[config.mk]
export PLATFORM = sky130hd
export DESIGN_NAME = fpu_dual_half_ctl
export DESIGN_NICKNAME = d
export VERILOG_FILES = /design/src/rtl/fpu_dual_half_ctl_pkg.sv /design/src/rtl/fpu_dual_half_ctl_tag_pipe.sv /design/src/rtl/fpu_dual_half_ctl.sv
export SDC_FILE = /design/constraint.sdc
export NUM_CORES = 1
export LEC_CHECK = 0
export ABC_CLOCK_PERIOD_IN_PS = 2500
export BUFFER_PORTS_ARGS = -buffer_cell sky130_fd_sc_hd__buf_2
export CAP_MARGIN = 20
export CELL_PAD_IN_SITES_DETAIL_PLACEMENT = 1
export CELL_PAD_IN_SITES_GLOBAL_PLACEMENT = 1
export CORE_UTILIZATION = 32
export CTS_CLUSTER_DIAMETER = 150
export DETAILED_ROUTE_END_ITERATION = 10
export PLACE_DENSITY = 0.82
export SYNTH_ARGS = -nofsm -noshare
export SYNTH_HDL_FRONTEND = slang
export SYNTH_SLANG_ARGS = --single-unit
[constraint.sdc]
create_clock -name clk -period 2.5 [get_ports clk]
set_input_delay 0.625 -clock clk [delete_from_list [all_inputs] [get_ports clk]]
set_output_delay 0.625 -clock clk [all_outputs]
set_load 0.02 [all_outputs]
[src/rtl/fpu_dual_half_ctl_pkg.sv]
// Shared definitions for the dual-half FPU control block: op codes, flag and
// retire-token widths, and the op bit that requests a cross-half transfer.
package fpu_dual_half_ctl_pkg;

  localparam int FLAGW    = 6;
  localparam int RETW_DEF = 14;
  localparam int XBIT_DEF = 10;

  typedef enum logic [7:0] {
    fop_addDH = 8'h20,
    fop_subDH = 8'h21,
    fop_mulDH = 8'h24,
    fop_cmpDH = 8'h2C
  } fop_e;

  // Compares are the only ops whose flags come from the high half.
  localparam logic [7:0] CMPH_CODE = fop_cmpDH;

endpackage

[src/rtl/fpu_dual_half_ctl_tag_pipe.sv]
// One issue port's LAT-stage {valid, op, xadd} tag shift register; flush
// kills every valid, while op and xadd shift unconditionally.
module fpu_tag_pipe #(
  parameter int OPW = 21,
  parameter int LAT = 4
) (
  input  logic                     clk,
  input  logic                     rst,
  input  logic                     flush,
  input  logic                     in_en,
  input  logic [OPW-1:0]           in_op,
  input  logic                     in_xadd,
  output logic [LAT:1]             v_o,
  output logic [LAT:1][OPW-1:0]    op_o,
  output logic [LAT:1]             xadd_o
);

  logic [LAT:1]          v_q;
  logic [LAT:1][OPW-1:0] op_q;
  logic [LAT:1]          xadd_q;

  // NOTE: the op/xadd payload is reset as well as the valids; it is a short
  // register chain rather than a RAM, so clearing it costs nothing and keeps
  // every downstream observation deterministic after reset.
  always_ff @(posedge clk) begin
    if (!rst) begin
      v_q    <= '0;
      op_q   <= '0;
      xadd_q <= '0;
    end else begin
      // NOTE: non-blocking assignments let every stage read its neighbour's
      // pre-edge value, so the loop order does not matter.
      v_q[1]    <= in_en & ~flush;
      op_q[1]   <= in_op;
      xadd_q[1] <= in_xadd;
      for (int k = 2; k <= LAT; k++) begin
        v_q[k]    <= v_q[k-1] & ~flush;
        op_q[k]   <= op_q[k-1];
        xadd_q[k] <= xadd_q[k-1];
      end
    end
  end

  assign v_o    = v_q;
  assign op_o   = op_q;
  assign xadd_o = xadd_q;

endmodule

[src/rtl/fpu_dual_half_ctl.sv]
// Control and return-merge block sitting between the FP issue ports and the
// high/low half-datapaths: tag tracking, flag select, retire merge, counters.
module fpu_dual_half_ctl
  import fpu_dual_half_ctl_pkg::*;
#(
  parameter int         NPORT     = 3,
  parameter int         OPW       = 21,
  parameter int         LAT       = 4,
  parameter int         XSTG      = 3,
  parameter int         XBIT      = fpu_dual_half_ctl_pkg::XBIT_DEF,
  parameter logic [7:0] CMPH_CODE = fpu_dual_half_ctl_pkg::CMPH_CODE,
  parameter int         RETW      = fpu_dual_half_ctl_pkg::RETW_DEF,
  parameter int         CNTW      = 3
) (
  input  logic                    clk,
  input  logic                    rst,
  input  logic                    flush,
  input  logic [NPORT-1:0]        in_en,
  input  logic [NPORT*OPW-1:0]    in_op,
  input  logic [NPORT-1:0]        in_xadd,
  input  logic [NPORT*FLAGW-1:0]  hflag,
  input  logic [NPORT*FLAGW-1:0]  lflag,
  input  logic [NPORT*RETW-1:0]   ret_h,
  input  logic [NPORT-1:0]        ret_en_h,
  input  logic [NPORT*RETW-1:0]   ret_l,
  input  logic [NPORT-1:0]        ret_en_l,
  output logic [NPORT*RETW-1:0]   ret,
  output logic [NPORT-1:0]        ret_en,
  output logic [NPORT*FLAGW-1:0]  fus,
  output logic [NPORT-1:0]        xreq,
  output logic [NPORT-1:0]        busy,
  output logic [NPORT-1:0]        err
);

  localparam logic [CNTW-1:0] CNT_MAX = '1;
  localparam logic [CNTW-1:0] CNT_ONE = CNTW'(1);

  logic [NPORT-1:0][CNTW-1:0] cnt_q, cnt_d;
  logic [NPORT-1:0]           err_q, err_d;

  for (genvar p = 0; p < NPORT; p++) begin : g_port
    logic [LAT:1]          v;
    logic [LAT:1][OPW-1:0] op;
    logic [LAT:1]          xadd;

    fpu_tag_pipe #(
      .OPW (OPW),
      .LAT (LAT)
    ) u_tag_pipe (
      .clk     (clk),
      .rst     (rst),
      .flush   (flush),
      .in_en   (in_en[p]),
      .in_op   (in_op[p*OPW +: OPW]),
      .in_xadd (in_xadd[p]),
      .v_o     (v),
      .op_o    (op),
      .xadd_o  (xadd)
    );

    // Driven purely from tag registers, so xreq has no input-to-output path.
    assign xreq[p] = v[XSTG] & ~xadd[XSTG] & op[XSTG][XBIT];

    assign fus[p*FLAGW +: FLAGW] =
      !v[LAT]                   ? '0 :
      (op[LAT][7:0] == CMPH_CODE) ? hflag[p*FLAGW +: FLAGW] :
                                   lflag[p*FLAGW +: FLAGW];

    assign ret[p*RETW +: RETW] = ret_h[p*RETW +: RETW] | ret_l[p*RETW +: RETW];
    assign ret_en[p]           = ret_en_h[p] | ret_en_l[p];
  end

  // NOTE: next-state values take the current state as their default before
  // any branch, so no path through the block can infer a latch.
  always_comb begin
    cnt_d = cnt_q;
    err_d = err_q;
    for (int p = 0; p < NPORT; p++) begin
      if (ret_en_h[p] && ret_en_l[p]) err_d[p] = 1'b1;
      if ((in_en[p] && !flush) && !ret_en[p]) begin
        if (cnt_q[p] == CNT_MAX) err_d[p] = 1'b1;
        else                     cnt_d[p] = cnt_q[p] + CNT_ONE;
      end else if (ret_en[p] && !(in_en[p] && !flush)) begin
        if (cnt_q[p] == '0) err_d[p] = 1'b1;
        else                cnt_d[p] = cnt_q[p] - CNT_ONE;
      end
    end
  end

  // Counters survive flush: ops already inside the halves still retire.
  always_ff @(posedge clk) begin
    if (!rst) begin
      cnt_q <= '0;
      err_q <= '0;
    end else begin
      cnt_q <= cnt_d;
      err_q <= err_d;
    end
  end

  for (genvar p = 0; p < NPORT; p++) begin : g_busy
    assign busy[p] = |cnt_q[p];
  end

  assign err = err_q;

endmodule
==> impl_metrics.env, run 1 <==
export IMPL_grt_antenna_before_repair=3
export IMPL_layout_drive_gt1_share_pct=43.6
export IMPL_via_count=4297
export IMPL_yosys_most_used_dff="sky130_fd_sc_hd__dfxtp_1"
export IMPL_hold_class="in2reg"
export IMPL_post_synth_num_cell_types=44
export IMPL_synth_seq_area_share_pct=53.9
export IMPL_final_max_slew_violation_count=0
export IMPL_htreeDepth=4
export IMPL_cts_hold_buffers_added=0
export IMPL_critical_path_max_fanout=6
export IMPL_growth_of_design_area_from_synthesis_to_finish_pct=39.5
export IMPL_timing_critical_path_from_type="flip-flop"
export IMPL_grt_start_max_net_pins=116
export IMPL_worst_pin_slew_ns=0.795
export IMPL_layout_worst_path_cycle_share_pct=96.9
export IMPL_post_route_util_pct=46.4
export IMPL_postCtsResizedCells=0
export IMPL_numClockSinks=138
export IMPL_final_design_area_no_fill_sq_um=7150
export IMPL_cp_buffers_inverters=1
export IMPL_rows=45
export IMPL_crit_arrival_ns=1.80
export IMPL_chip_width_um=129
export IMPL_cts_tree="done"
export IMPL_hold_slack_ns=0.415
export IMPL_drtIter0Drc=97
export IMPL_cpMaxStageDelayCell="sky130_fd_sc_hd__or4b_4"
export IMPL_post_dp_hpwl_um=9800
export IMPL_finalHoldViolCount=0
export IMPL_powerDensity_nw_per_um2=785
export IMPL_setup_violations=0
export IMPL_setup_slack_ns=0.0768
export IMPL_cp_required_ns=1.88
export IMPL_synth_cells=504
export IMPL_drt_antenna_violating_nets=0
export IMPL_via_count_of_the_first_global_routing_pass=4082
export IMPL_register_area_sq_um=2760
export IMPL_port_buffers=233
export IMPL_syn_cell_area_sq_um=5130
export IMPL_aggregate_global_route_resource_usage_pct=15.6
export IMPL_multiInputGateArea_sq_um=2250
export IMPL_global_route_overflow_total=0
export IMPL_power_ir_vdd_worst_mv=0.361
export IMPL_drcViolationCount=0
export IMPL_dpl_worst_slack_ns=0.131
export IMPL_status="finished, final reports clean"
export IMPL_final_nets=947
export IMPL_skew_ns=0.00946
export IMPL_chipHeight_um=129
export IMPL_critical_path_cell_list="or4b_4 -> o21ai_0 -> a21boi_1 -> buf_2"
export IMPL_dr_pass1_iters=4
export IMPL_crit_type="reg2out"
export IMPL_finalCriticalPeriod_ns=2.42
export IMPL_detail_route_wirelength_um=12800
export IMPL_total_power_mw=5.61
export IMPL_slew_limit_headroom_pct=46.8
export IMPL_floorplan_initialDensity_pct=33.2
export IMPL_cts_reportedPaths_clkPinSlew_ns=0.06
export IMPL_post_detailed_route_wirelength_per_cell_um=13.3
export IMPL_most_frequent_cells_in_the_layout="sky130_fd_sc_hd__buf_2 (233), sky130_fd_sc_hd__dfxtp_1 (138), sky130_fd_sc_hd__and2_1 (126), sky130_fd_sc_hd__or2_2 (42), sky130_fd_sc_hd__o21ai_0 (20)"
export IMPL_maxCapViolations=0
export IMPL_power_leakage_nw=3.28
export IMPL_max_clock_path_buffers=2
export IMPL_async_reset_ff_share_pct=0
export IMPL_layout_filler_cells=1846
export IMPL_yosys_warnings=0
export IMPL_ios=270
export IMPL_root_buffer="sky130_fd_sc_hd__clkbuf_16"
export IMPL_core_area_sq_um=15400
export IMPL_synth_enable_flop_cells=0
export IMPL_layout_cells_most_common="sky130_fd_sc_hd__buf_2"
export IMPL_wire_length_of_the_first_global_routing_pass_um=19600
export IMPL_synth_seq_cells=138
export IMPL_timing_critical_path_to_type="output pin"
export IMPL_timing_critical_path_slowest_cell_delay_ns=0.58
export IMPL_post_dp_cell_area_sq_um=6500
export IMPL_cts_buffers=17
export IMPL_dieArea_sq_um=16500
export IMPL_path_delay_family="simple AND/OR/NAND/NOR gates"
export IMPL_gp_congestion=0.773
export IMPL_fmax_ghz=0.413
export IMPL_syn_nets=711
export IMPL_worst_skew_pair_latency_ns=0.41
export IMPL_count_of_buffers_added_by_post_cts_timing_repair_for_setup=0
export IMPL_syn_mean_instance_area_sq_um=10.2
export IMPL_vias_per_cell=4.45
-- cell families (layout without fill, tap and decap cells) --
family,count (synthesis),count (layout),share of synthesized area [%]
and+or+nand+nor,251,251,31.5
DFF,138,138,53.9
AOI/OAI and AO/OA,70,70,8.81
buffers and inverters,33,281,2.68
adders and majority gates,9,9,2.64
xor gates and xnor gates,3,3,0.513
other,0,3,0
-- worst register-to-register path, cell delays in order, from the launching register on --
cell	delay (ns)
sky130_fd_sc_hd__dfxtp_1	0.41
sky130_fd_sc_hd__fa_1	0.52
sky130_fd_sc_hd__and3b_1	0.21
sky130_fd_sc_hd__o211a_1	0.23
sky130_fd_sc_hd__nor4_2	0.22
-- flip-flops by register name (all words and copies together), names as in the netlist --
signal                    count
cnt_q                         9
err                           3
g_port.u_tag_pipe.op_o      105
g_port.u_tag_pipe.v_o        12
g_port.u_tag_pipe.xadd_o      9
-- final timing paths --
check,slack (ns),startpoint,cells after the start,endpoint
worst min register to register,0.42,g_port[1].u_tag_pipe.op_o[21]$_SDFF_PN0_,1,g_port[1].u_tag_pipe.op_o[42]$_SDFF_PN0_
worst max register to register,0.82,cnt_q[3]$_SDFFE_PN0P_,4,cnt_q[5]$_SDFFE_PN0P_
worst max-delay path,0.08,g_port[0].u_tag_pipe.op_o[67]$_SDFF_PN0_,4,fus[0]
worst min-delay path,0.41,in_op[47],2,g_port[2].u_tag_pipe.op_o[5]$_SDFF_PN0_
-- synth_stat cells (4+ instances only) --
master                       n  area, sq um
sky130_fd_sc_hd__nand2_1     7         26.3
sky130_fd_sc_hd__nor2_1     15         56.3
sky130_fd_sc_hd__a21boi_1   18          135
sky130_fd_sc_hd__or2_2      42          263
sky130_fd_sc_hd__o21ai_0    25          125
sky130_fd_sc_hd__and3b_1     4         35.0
sky130_fd_sc_hd__a21oi_1     8         40.0
sky130_fd_sc_hd__clkbuf_1   15         56.3
sky130_fd_sc_hd__dfxtp_1   138         2760
sky130_fd_sc_hd__a31oi_1     7         43.8
sky130_fd_sc_hd__ha_1        6         75.1
sky130_fd_sc_hd__nor3_1      4         20.0
sky130_fd_sc_hd__and2_1    126          788
sky130_fd_sc_hd__inv_1      12         45.0
sky130_fd_sc_hd__nand3_1    18         90.1
-- through the flow --
stage	instances	setup TNS, ns
final	966	0
after global routing	966	-0.00960
after CTS	963	0
after detailed placement	932	0
after global placement	932	0
after floorplan	504	0
-- per-layer routing --
metal	part of all wire, %	track usage [%]	vias to the layer above
met3	7.0	5.11	20
met1	40	16.3	1987
met2	51	27.5	141
met4	2.2	8.86	0
met5	0	0	-
li1	-	-	2149
-- area by class of cell --
| class | instances | share of cell area, % |
|---|---|---|
| sequential | 138 | 38.6 |
| multi-input combinational | 333 | 31.5 |
| timing repair buffer | 238 | 16.8 |
| clock buffer | 19 | 6.19 |
| tap | 211 | 3.69 |
| clock inverter | 12 | 2.41 |
| inverter | 12 | 0.630 |
| antenna | 3 | 0.105 |
-- power breakdown --
part           internal (mW)  total [mW]  switching (mW)
Clock                   1.68        2.57           0.889
Sequential              2.30        2.38          0.0780
Combinational          0.342       0.662           0.320
Total                   4.33        5.61            1.29
Power figures use the tool's default switching activity.
==> run 2: changes to the inputs <==
CORE_UTILIZATION = 41   (was 32)
PLACE_DENSITY = 0.84   (was 0.82)
SYNTH_HIERARCHICAL = 1   (was not set)
==> run 2 against run 1 <==
Net effect:
- register-to-register slack improved by 0.09 ns
- worst hold slack better by 0.0063 ns
- via count decreased by 5.7%
- clock-buffer cell count is 1 lower
- combinational power rose by 29%
- critical endpoint is now fus[15]
==> impl_metrics.env, run 2 <==
export IMPL_setup_violations=0
export IMPL_drcViolationCount=0
export IMPL_syn_cell_area_sq_um=5240
export IMPL_clk_network_pwr_share_pct=44.0
export IMPL_dr_pass1_iters=4
export IMPL_layout_filler_cells=1455
export IMPL_aggregate_global_route_resource_usage_pct=18.6
export IMPL_via_count=4054
export IMPL_detail_route_wirelength_um=12100
export IMPL_met1Wirelength_um=4440
export IMPL_critical_path_max_fanout=6
export IMPL_fmax_ghz=0.403
export IMPL_hold_slack_ns=0.421
export IMPL_grt_antenna_before_repair=1
export IMPL_setup_repair_after_global_routing_missed_its_margin="yes"
export IMPL_crit_type="reg2out"
export IMPL_chipHeight_um=115
export IMPL_largest_register_ffs=105
export IMPL_sequentialPowerShare_pct=41.6
export IMPL_most_frequent_cells_in_the_layout="sky130_fd_sc_hd__buf_2 (230), sky130_fd_sc_hd__dfxtp_1 (138), sky130_fd_sc_hd__and2_1 (114), sky130_fd_sc_hd__or2_2 (42), sky130_fd_sc_hd__nor2b_1 (21)"
export IMPL_dp_cells=862
export IMPL_cts_hold_buffers_added=0
export IMPL_slew_limit_headroom_pct=68.4
export IMPL_crit_arrival_ns=1.86
export IMPL_status="finished, final reports clean"
export IMPL_maxCapViolations=0
export IMPL_highest_signal_layer="met5"
export IMPL_detailroute_wirelength_met2_um=6600
export IMPL_ios=270
export IMPL_rows=40
export IMPL_post_dp_hpwl_um=9250
export IMPL_drt_antenna_violating_nets=0
export IMPL_growth_of_design_area_from_synthesis_to_finish_pct=33.3
export IMPL_port_buffers=233
export IMPL_final_cells=896
export IMPL_dieArea_sq_um=13200
export IMPL_chip_width_um=115
export IMPL_synth_cells=490
export IMPL_total_met3_wirelength_after_detailed_routing_um=833
export IMPL_cp_required_ns=1.88
export IMPL_cts_reportedPaths_clkPinSlew_ns=0.06
export IMPL_worst_skew_pair_latency_ns=0.41
export IMPL_cell_internal_pwr_mw=4.35
export IMPL_max_clock_path_buffers=2
export IMPL_power_frac_comb_pct=14.5
export IMPL_cts_buffers=17
export IMPL_timing_critical_path_to_type="output pin"
export IMPL_numClockSinks=138
export IMPL_cts_tree="done"
export IMPL_register_area_sq_um=2760
export IMPL_finalHoldViolCount=0
export IMPL_post_detailed_route_wirelength_per_cell_um=13.5
export IMPL_hold_class="in2reg"
export IMPL_rrSetupSlack_ns=0.91
export IMPL_worst_pin_slew_ns=0.473
export IMPL_finalCriticalPeriod_ns=2.48
export IMPL_via_count_of_the_first_global_routing_pass=4099
export IMPL_wire_length_of_the_first_global_routing_pass_um=18800
export IMPL_grt_start_max_net_pins=41
export IMPL_power_ir_vdd_worst_mv=0.551
export IMPL_cpMaxStageDelayCell="sky130_fd_sc_hd__or4_4"
export IMPL_timing_critical_path_from_type="flip-flop"
export IMPL_drtIter0Drc=78
export IMPL_antenna_cells=0
export IMPL_layout_worst_path_cycle_share_pct=99.2
export IMPL_critical_path_cell_list="or4_4 -> nor2_8 -> mux2i_1 -> nor2b_1 -> buf_2"
export IMPL_vias_per_cell=4.52
export IMPL_layout_drive_gt1_share_pct=43.7
export IMPL_floorplan_initialDensity_pct=42.9
export IMPL_power_switching_fraction_pct=26.3
export IMPL_final_nets=925
export IMPL_yosys_warnings=6
export IMPL_multiInputGateArea_sq_um=2110
export IMPL_final_max_slew_violation_count=0
export IMPL_global_route_overflow_total=0
export IMPL_skew_ns=0.00908
export IMPL_root_buffer="sky130_fd_sc_hd__clkbuf_16"
export IMPL_syn_nets=700
export IMPL_gp_congestion=0.747
export IMPL_powerDensity_nw_per_um2=846
export IMPL_htreeDepth=4
export IMPL_layout_cells_most_common="sky130_fd_sc_hd__buf_2"
export IMPL_syn_mean_instance_area_sq_um=10.7
export IMPL_timing_critical_path_slowest_cell_delay_ns=0.56
export IMPL_power_leakage_nw=3.45
export IMPL_total_switching_power_mw=1.55
export IMPL_core_area_sq_um=12200
[run 2: layer usage]
layer  track usage, %  up-vias
met5                0        -
met4             7.88        2
met3             5.48       22
met2             36.3      136
met1             18.1     1865
li1                 -     2029
[run 2: area by class of cell]
type | count | share of cell area [%]
clock buffer | 18 | 6.29
tap | 168 | 3.01
inverter | 13 | 0.699
timing repair buffer | 239 | 17.5
multi-input combinational | 306 | 30.3
sequential | 138 | 39.6
clock inverter | 14 | 2.62
[run 2: worst max-delay path, delay by kind of cell (launching register included)]
kind                   cells  cell delay, ns
AND/OR/NAND/NOR            3            0.79
flip-flops                 1            0.30
buffers and inverters      1            0.15
multiplexers               1            0.21
[run 2: path summary, 6_finish.rpt]
kind                                                                from                                         to  cells after the start
worst min-delay path                                          in_xadd[1]  g_port[1].u_tag_pipe/xadd_o[1]$_SDFF_PN0_                      2
worst min register to register   g_port[2].u_tag_pipe/op_o[3]$_SDFF_PN0_   g_port[2].u_tag_pipe/op_o[24]$_SDFF_PN0_                      1
worst max-delay path            g_port[2].u_tag_pipe/op_o[69]$_SDFF_PN0_                                    fus[15]                      5
worst max register to register                     cnt_q[4]$_SDFFE_PN0P_                      cnt_q[5]$_SDFFE_PN0P_                      6
[run 2: power groups by stage]
stage,sequential (mW),clock (mW),combinational (mW)
2_1_floorplan,2.47,0,0.602
3_3_place_gp,2.49,0,0.812
3_5_place_dp,2.50,0,0.859
4_1_cts,2.45,2.65,0.866
5_1_grt,2.47,2.77,0.947
6_report,2.45,2.59,0.854
[run 2: what timing repair did]
action                                  CTS  global route
setup buffers                             2             0
endpoints found under the setup margin   18            16
endpoints found under the hold margin     0             0
pin swaps                                 4             0
gates resized for setup                   0             5
[run 2: per-stage QoR]
stage / util, % / area [sq um] / TNS (ns) / total power, mW / setup slack (ns)
after global routing: 57.1 / 6980 / -0.458 / 6.19 / -0.0671
after detailed placement: 51.8 / 6320 / 0 / 3.36 / 0.0579
final: 57.1 / 6980 / 0 / 5.90 / 0.0196
after floorplan: - / 5240 / 0 / 3.07 / 0.353
after global placement: 51.8 / 6320 / 0 / 3.30 / 0.209
after CTS: 57.0 / 6960 / -0.0460 / 5.97 / -0.0115
